[config.mk]
export PLATFORM = sky130hd
export DESIGN_NAME = pwm_multi
export DESIGN_NICKNAME = d
export VERILOG_FILES = /design/src/rtl/pwm_pkg.sv /design/src/rtl/pwm_timebase.sv /design/src/rtl/pwm_multi.sv
export SDC_FILE = /design/constraint.sdc
export NUM_CORES = 1
export LEC_CHECK = 0
export CAP_MARGIN = 15
export CORE_ASPECT_RATIO = 1.2
export CORE_UTILIZATION = 65
export DETAILED_ROUTE_END_ITERATION = 7
export DONT_BUFFER_PORTS = 1
export HOLD_SLACK_MARGIN = 0.06
export PLACE_DENSITY = 0.9
export SLEW_MARGIN = 30
export SYNTH_ARGS = -nofsm -noshare
export SYNTH_HDL_FRONTEND = slang
export SYNTH_SLANG_ARGS = --single-unit
[constraint.sdc]
create_clock -name clk_in -period 5.1 [get_ports clk_in]
set_input_delay 1.02 -clock clk_in [delete_from_list [all_inputs] [get_ports clk_in]]
set_output_delay 1.02 -clock clk_in [all_outputs]
set_load 0.02 [all_outputs]
[src/rtl/pwm_pkg.sv]
// Shared types for the multi-channel PWM generator.
package pwm_pkg;

  // Counting scheme of the shared timebase.
  typedef enum logic {PWM_EDGE = 1'b0, PWM_CENTER = 1'b1} pwm_mode_t;

  // Counter direction; only center-aligned mode ever counts down.
  typedef enum logic {DIR_UP = 1'b0, DIR_DOWN = 1'b1} pwm_dir_t;

endpackage

[src/rtl/pwm_timebase.sv]
// Shared period counter: edge/center counting, direction and boundary detection.
module pwm_timebase
  import pwm_pkg::*;
#(
  parameter int WIDTH = 32
) (
  input  logic             clk,
  input  logic             srst,
  input  logic             enable,
  input  logic [WIDTH-1:0] period,
  input  pwm_mode_t        mode,
  output logic [WIDTH-1:0] count,
  output logic             boundary,
  output logic             period_start
);

  localparam logic [WIDTH-1:0] ONE = WIDTH'(1);

  logic [WIDTH-1:0] count_reg, count_next;
  pwm_dir_t         dir_reg, dir_next;
  logic             at_top;

  assign at_top = (count_reg >= period);

  // Next count/direction; direction is forced up whenever the counter lands on 0.
  always_comb begin
    count_next = '0;
    dir_next   = dir_reg;
    if (mode == PWM_EDGE) begin
      count_next = at_top ? '0 : count_reg + ONE;
    end else if (dir_reg == DIR_UP) begin
      if (at_top) begin
        count_next = (period == '0) ? '0 : period - ONE;
        dir_next   = DIR_DOWN;
      end else begin
        count_next = count_reg + ONE;
      end
    end else begin
      count_next = (count_reg == '0) ? '0 : count_reg - ONE;
    end
    if (count_next == '0) begin
      dir_next = DIR_UP;
    end
  end

  // Counter state; held at 0 going up while idle.
  always_ff @(posedge clk) begin
    if (srst || !enable) begin
      count_reg <= '0;
      dir_reg   <= DIR_UP;
    end else begin
      count_reg <= count_next;
      dir_reg   <= dir_next;
    end
  end

  assign count        = count_reg;
  // The boundary is the last cycle of a period: the counter moves to 0 at its end.
  assign boundary     = enable && (count_next == '0);
  // Combinational so the very first running cycle after enable already flags the start.
  assign period_start = enable && !srst && (count_reg == '0);

endmodule

[src/rtl/pwm_multi.sv]
// N-channel PWM with shared timebase and shadowed period/mode/duty registers.
module pwm_multi
  import pwm_pkg::*;
#(
  parameter  int WIDTH    = 32,
  parameter  int CHANNELS = 4,
  localparam int CH_W     = (CHANNELS > 1) ? $clog2(CHANNELS) : 1
) (
  input  logic                clk_in,
  input  logic                rst_in,
  input  logic                enable_in,
  input  logic [WIDTH-1:0]    period_in,
  input  logic                period_valid,
  input  logic                mode_in,
  input  logic [WIDTH-1:0]    dc_in,
  input  logic [CH_W-1:0]     dc_ch,
  input  logic                dc_valid,
  output logic [WIDTH-1:0]    count_out,
  output logic                period_start,
  output logic [CHANNELS-1:0] sig_out
);

  logic [WIDTH-1:0] period_shadow_reg, period_active_reg;
  pwm_mode_t        mode_shadow_reg, mode_active_reg;
  logic [WIDTH-1:0] count;
  logic             boundary;
  logic             load;

  // Active values are refreshed at each boundary, and continuously while idle.
  assign load = boundary || !enable_in;

  pwm_timebase #(
    .WIDTH(WIDTH)
  ) u_timebase (
    .clk         (clk_in),
    .srst        (rst_in),
    .enable      (enable_in),
    .period      (period_active_reg),
    .mode        (mode_active_reg),
    .count       (count),
    .boundary    (boundary),
    .period_start(period_start)
  );

  // Period/mode shadow and active registers; a write in a load cycle bypasses the shadow.
  always_ff @(posedge clk_in) begin
    if (rst_in) begin
      period_shadow_reg <= '1;
      period_active_reg <= '1;
      mode_shadow_reg   <= PWM_EDGE;
      mode_active_reg   <= PWM_EDGE;
    end else begin
      if (period_valid) begin
        period_shadow_reg <= period_in;
        mode_shadow_reg   <= pwm_mode_t'(mode_in);
      end
      if (load) begin
        period_active_reg <= period_valid ? period_in : period_shadow_reg;
        mode_active_reg   <= period_valid ? pwm_mode_t'(mode_in) : mode_shadow_reg;
      end
    end
  end

  genvar gi;
  generate
    for (gi = 0; gi < CHANNELS; gi++) begin : g_ch
      logic [WIDTH-1:0] duty_shadow_reg, duty_active_reg;
      logic             sig_reg;
      logic             wr;

      // Out-of-range channel indices never match any channel, so they write nothing.
      assign wr = dc_valid && (dc_ch == CH_W'(gi));

      // Duty shadow/active registers and the registered compare output.
      always_ff @(posedge clk_in) begin
        if (rst_in) begin
          duty_shadow_reg <= '0;
          duty_active_reg <= '0;
          sig_reg         <= 1'b0;
        end else begin
          if (wr) begin
            duty_shadow_reg <= dc_in;
          end
          if (load) begin
            duty_active_reg <= wr ? dc_in : duty_shadow_reg;
          end
          sig_reg <= enable_in && (count < duty_active_reg);
        end
      end

      assign sig_out[gi] = sig_reg;
    end
  endgenerate

  assign count_out = count;

endmodule

### After elaboration in Yosys (flattened, before gate mapping)

Cells that the tools add are included.

| storage, ports and cells | value |
|---|---|
| bits in registers | 359 |
| input port bits | 72 |
| output and inout bits | 37 |
| logic and storage cells | 63 |

| cells by class | value |
|---|---|
| $add $sub $neg | 3 |
| magnitude comparators | 5 |
| equal/unequal tests | 3 |
| mux-type cells | 14 |
| reduce and logical (&&, ||, !) cells | 20 |

Operators by type and width:

| cell | count |
|---|---|
| $mux 32 | 11 |
| $lt 32x32->1 | 4 |
| $logic_not 32->1 | 3 |
| $sub 32x1->32 const B | 2 |
| $add 32x1->32 const B | 1 |
| $ge 32x32->1 | 1 |
| $logic_and 1x1->1 | 11 |
| $eq 2x2->1 const B | 2 |
| $mux 1 | 3 |
| $eq 2x1->1 const B | 1 |
| $logic_not 1->1 | 2 |
| $logic_not 2->1 | 1 |
| $logic_or 1x1->1 | 2 |
| $reduce_or 2->1 | 1 |

### Longest topological paths before layout

| logic depth | value |
|---|---|
| depth after elaboration | 8 |
| mapped depth | 16 |
| mapped depth without buffers | 12 |

### Modules after synthesis

A second synthesis with hierarchy kept.

| second synthesis, totals | value |
|---|---|
| cell total of the unflattened synthesis | 2189 |
| area total of the unflattened synthesis | 18914.4 sq um |

By module, submodules not included:

| module | instances | cells each | area an instance (sq um) | sequential area each (sq um) |
|---|---|---|---|---|
| pwm_multi | 1 | 1543 | 14418.8 | 6526.3 |
| pwm_timebase | 1 | 646 | 4495.6 | 660.6 |

### Least setup slack after synthesis

OpenSTA, ideal clock, no wires.

| path | value |
|---|---|
| kind | register to register |
| start | reg u_timebase.count_reg[2] (netlist: u_timebase.count[2]) |
| end | reg period_active_reg[10] |
| library setup time | 0.121 ns |
| arrival | 4.218 ns |
| required time | 4.979 ns |
| setup slack | 0.761 ns |
| cell stages (with the launch flop) | 12 |
| path buffers | 2 |
| clock period less this slack | 4.339 ns |
| cell sequence | dfxtp_1 > clkbuf_1 > nand4_1 > nor4_1 > nand4_1 > xor2_1 > a211oi_1 > a211o_1 > or4_1 > o31ai_4 > buf_4 > mux2_2 |

| on the way | value |
|---|---|
| cells in the longest elaborated chain, start to end | 7 |
| elaborated cells between the ends (all ways) | 12 |
| classes of those cells | 2 x add/sub; 1 x order compare; 5 x mux; 4 x reduce/logical |

RTL lines:

| item | line | text |
|---|---|---|
| start, declared | pwm_timebase.sv:19 | `logic [WIDTH-1:0] count_reg, count_next;` |
| start signal, assigned | pwm_timebase.sv:52 | `count_reg <= count_next;` |
| $add 32x1->32, or another cell as far along | pwm_timebase.sv:30, pwm_timebase.sv:36 |  |
| $mux 32 (on tied branches) | pwm_timebase.sv:32, pwm_timebase.sv:39 |  |
| $mux 32 | pwm_timebase.sv:31 | `end else if (dir_reg == DIR_UP) begin` |
| $mux 32 (*) | pwm_timebase.sv:29 | `if (mode == PWM_EDGE) begin` |
| $logic_not 32->1 (*) | pwm_timebase.sv:59 | `assign boundary = enable && (count_next == '0);` |
| $logic_and 1x1->1 (*) | pwm_timebase.sv:59 |  |
| $logic_or 1x1->1 (*) | pwm_multi.sv:30 | `assign load = boundary \|\| !enable_in;` |
| end signal, assigned | pwm_multi.sv:58 | `period_active_reg <= period_valid ? period_in : period_shadow_reg;` |
| end, declared | pwm_multi.sv:23 | `logic [WIDTH-1:0] period_shadow_reg, period_active_reg;` |

Mark *: on every way between the ends. The rest lies on a longest branch, timed or not.
A chain may end at the register's enable or synchronous reset.

### Worst setup path after layout

| path | value |
|---|---|
| start | reg u_timebase.count_reg[1] (netlist: u_timebase.count[1]) |
| end | reg g_ch[2].duty_active_reg[3] |

| on the way | value |
|---|---|
| cells in the longest elaborated chain, start to end | 7 |
| elaborated cells between the ends (all ways) | 12 |
| classes of those cells | 2 x add/sub; 1 x order compare; 5 x mux; 4 x reduce/logical |

RTL lines:

| item | line | text |
|---|---|---|
| $add 32x1->32, or another cell as far along | pwm_timebase.sv:30, pwm_timebase.sv:36 |  |
| $mux 32 (on tied branches) | pwm_timebase.sv:32, pwm_timebase.sv:39 |  |
| $mux 32 | pwm_timebase.sv:31 |  |
| $mux 32 (*) | pwm_timebase.sv:29 |  |
| $logic_not 32->1 (*) | pwm_timebase.sv:59 |  |
| $logic_and 1x1->1 (*) | pwm_timebase.sv:59 |  |
| $logic_or 1x1->1 (*) | pwm_multi.sv:30 |  |
| end signal, assigned | pwm_multi.sv:85 | `duty_active_reg <= wr ? dc_in : duty_shadow_reg;` |
| end, declared | pwm_multi.sv:67 | `logic [WIDTH-1:0] duty_shadow_reg, duty_active_reg;` |

Marked as above.

==> run summary <==
Status: finished, final reports clean
RSZ-0062 raised after global routing: no
Pleak: 8.39 nW
WHS Endpoint: g_ch[3].duty_shadow_reg[29]$_SDFF_PP0_
IO buf count: 0
NumNets Final: 2493
XOR/XNOR share of the synthesized area: 0.0323
Worst path max stage delay: 0.60 ns
Largest delay contributor family on the critical path: simple AND/OR/NAND/NOR gates
Crit share post-route: 0.920
Met1 usage: 0.429
H-tree depth: 2
Iteration-0 DRC count of the detailed router: 1706
Share of power burned in registers: 0.457
Post-Synthesis Cells: 2305
Worst min-delay path category: flop to flop
Final estimated routing congestion in global placement: 1.05
TritonRoute pass-1 iters: 6
Clock Latency Late Sink: 0.55 ns
Tot GR Track Use: 0.372
Avg Synthesized Cell Area: 8.48 um^2
Final Hold Fails: 0
Clk slew on worst S/H paths: 0.07 ns
Maximum vdd drop: 307 uV
Crit path cell chain: inv_1 -> ha_1 -> nor3b_1 -> nand4b_1 -> buf_4 -> nor4_1 -> xnor2_1 -> a2111oi_0 -> nor2_1 -> nor4_1 -> nand4_1 -> o31ai_4 -> buf_12 -> buf_12 -> o2bb2ai_1
Layout cell share with drive strength beyond 1: 0.102
CTS tree: yes
Row count: 69
Max Buffers Root-to-Sink: 3
Commonest cells after routing, fill and taps aside: 359 x dfxtp_1, 315 x nand2_1, 189 x a21oi_1
DP Cell Count: 2611
Clk pwr share: 0.455
Synth top area share: 0.368
Largest net degree at the start of global routing: 324
CTS Hold Buffers Added: 0
Total Power: 6.53 mW
Asr flop ratio synth: 0
Post-cts repair resize count: 0
Largest family of logic cells by synthesized area: simple AND/OR/NAND/NOR gates
Post-CTS Setup Repair Bufs: 0
Worst R2R Start: u_timebase.count[1]$_SDFF_PP0_
Worst Path Required: 5.56 ns
Vias in the first global route: 17300
PwrDens: 305 mW/mm^2
Post-synth EDFFs: 0
Non-filler cells in the finished layout: 2676
CP arrival: 5.15 ns
Most common cell after layout, fill and taps aside: dfxtp_1
Via/cell ratio: 6.46
Tightest Pin Transition: 1.00 ns
Net switching power: 1.60 mW
Clk sink count: 359
CTS root buffer: clkbuf_16
Top post-synthesis cells by area: dfxtp_1 37%, ha_1 10%, nand2_1 6.0%
Sw frac: 0.246
Post-Synth Simple-Gate Area: 0.220
Layer carrying the most global-route usage: met2
Mapped Area: 0.0195 mm^2
Syn Nets: 2538
Wire length per cell: 21.6 um
Worst Path Buf+Inv: 4
Area growth, synth to finish: 9.62%
Setup TNS: 0 ns
CP Depth: 15
Worst Skew: 0.0167 ns
Post-route minimum period: 4.69 ns
Synth Warn #: 0
Reg2reg path depth: 15
Synth Area in Compound Gates: 0.188
DR DRC count: 0
Antenna Violating Nets Remaining: 0
Reg-to-Reg End: g_ch[2].duty_active_reg[3]$_SDFFE_PP0P_
Crit path max-delay cell type: a2111oi_0
Setup CP Type: flop to flop
First-pass GRT wire length: 90500 um
Hpwl dp: 39200 um
Synth area leader: dfxtp_1
Via count: 17300
Diode count: 0
Final Setup Violations: 0
Slew Limit Fails: 0
CP startpoint kind: flop
Synth cell types: 67
# Max-Cap Violations: 0
Yosys reg bits: 359
Int Power: 4.92 mW
Filler cell count: 2148
Reg area: 0.00719 mm^2
Worst-path fanout max: 44
Area of the multi-input gates: 0.0111 mm^2
Initial core utilization: 0.660
Die area: 0.0308 mm^2
Combinational fraction of design power: 0.089
Drt total wl: 57800 um
Primary FF master, synth: dfxtp_1
Cts bufs inserted: 37
M3 GR Usage: 0.0622
Sequential element share of the synthesized area: 0.368
CP Capture Type: flop
Worst Hold Depth: 2
Hold path startpoint: g_ch[3].duty_shadow_reg[29]$_SDFF_PP0_
R2R Setup Slk: 0.41 ns
Core area: 0.0296 mm^2
# IOs: 109
Antenna violations before repair: 1
Met2 global-route usage: 0.634
Adder-cell share of the synthesized area: 0.103
Slew headroom: 0.331
Die span in y: 192 um
Post-synthesis mux area share: 0.0205
Total grt overflow: 0
Max Freq: 0.213 GHz
Die width: 160 um
power by group through the flow:
stage,Sequential (mW),Clock [mW],Combinational (mW)
2_1_floorplan,3.02,0,0.475
3_3_place_gp,3.03,0,0.542
3_5_place_dp,3.04,0,0.563
4_1_cts,2.98,2.97,0.571
5_1_grt,2.99,3.08,0.629
6_report,2.98,2.97,0.579
cells in the mapped netlist, types with 15 or more instances:
master,count
o2bb2ai_1,130
inv_1,164
a21o_1,55
ha_1,161
mux2_2,31
nor2b_1,49
or2_2,40
a211o_1,39
nor4_1,25
nand2b_1,15
nor2_1,73
xor2_1,21
nand3b_1,129
nand4_1,40
buf_4,22
clkbuf_1,126
xnor2_1,51
dfxtp_1,359
nand3_1,36
nor3_1,40
a21oi_1,189
nand2_1,315
o21ai_0,38
tightest hold or removal path, cell delays in order, from the launching register on:
cell and delay [ns]:
dfxtp_1 0.30, nand2_1 0.04, a21oi_1 0.07
per-layer routing:
layer / part of all wire / vias to the layer above
li1: - / 8000
met1: 0.39 / 8271
met2: 0.48 / 778
met3: 0.074 / 231
met4: 0.063 / 2
met5: 0.00028 / -
stage by stage:
stage / setup slack (ns) / utilization / cell area (um^2) / hold WS [ns]
5_1_grt: 0.103 / 0.723 / 21400 / 0.481
4_1_cts: 0.489 / 0.723 / 21400 / 0.458
6_report: 0.407 / 0.723 / 21400 / 0.465
3_3_place_gp: 0.584 / 0.678 / 20100 / 0.444
2_1_floorplan: 0.761 / - / 19500 / 0.441
3_5_place_dp: 0.541 / 0.678 / 20100 / 0.449
worst max-delay path by stage:
stage | from | endpoint | slack [ns]
after floorplan | u_timebase.count[2]$_SDFF_PP0_ | period_active_reg[10]$_SDFFE_PP1P_ | 0.76
after global placement | u_timebase.count[1]$_SDFF_PP0_ | g_ch[3].duty_active_reg[1]$_SDFFE_PP0P_ | 0.58
after detailed placement | period_active_reg[28]$_SDFFE_PP1P_ | g_ch[2].duty_active_reg[3]$_SDFFE_PP0P_ | 0.54
after CTS | period_active_reg[28]$_SDFFE_PP1P_ | g_ch[2].duty_active_reg[3]$_SDFFE_PP0P_ | 0.49
after global routing | u_timebase.count[1]$_SDFF_PP0_ | g_ch[2].duty_active_reg[3]$_SDFFE_PP0P_ | 0.10
final | u_timebase.count[1]$_SDFF_PP0_ | g_ch[2].duty_active_reg[3]$_SDFFE_PP0P_ | 0.41
cells by family (layout without fill, tap and decap cells):
logic type,count (synthesis),count (layout)
compound gates,528,528
buf+inv,328,309
fa+ha+maj,161,161
flops,359,359
mux,36,36
simple gates,821,821
xor+xnor,72,72
final cells by class:
cell class                 instances  share of cell area
multi-input combinational       1618               0.517
sequential                       359               0.335
clock buffer                      45              0.0479
timing repair buffer              80              0.0339
inverter                         164              0.0287
tap                              390              0.0228
clock inverter                    20              0.0147
No activity file was read; power rests on OpenSTA's default activity.
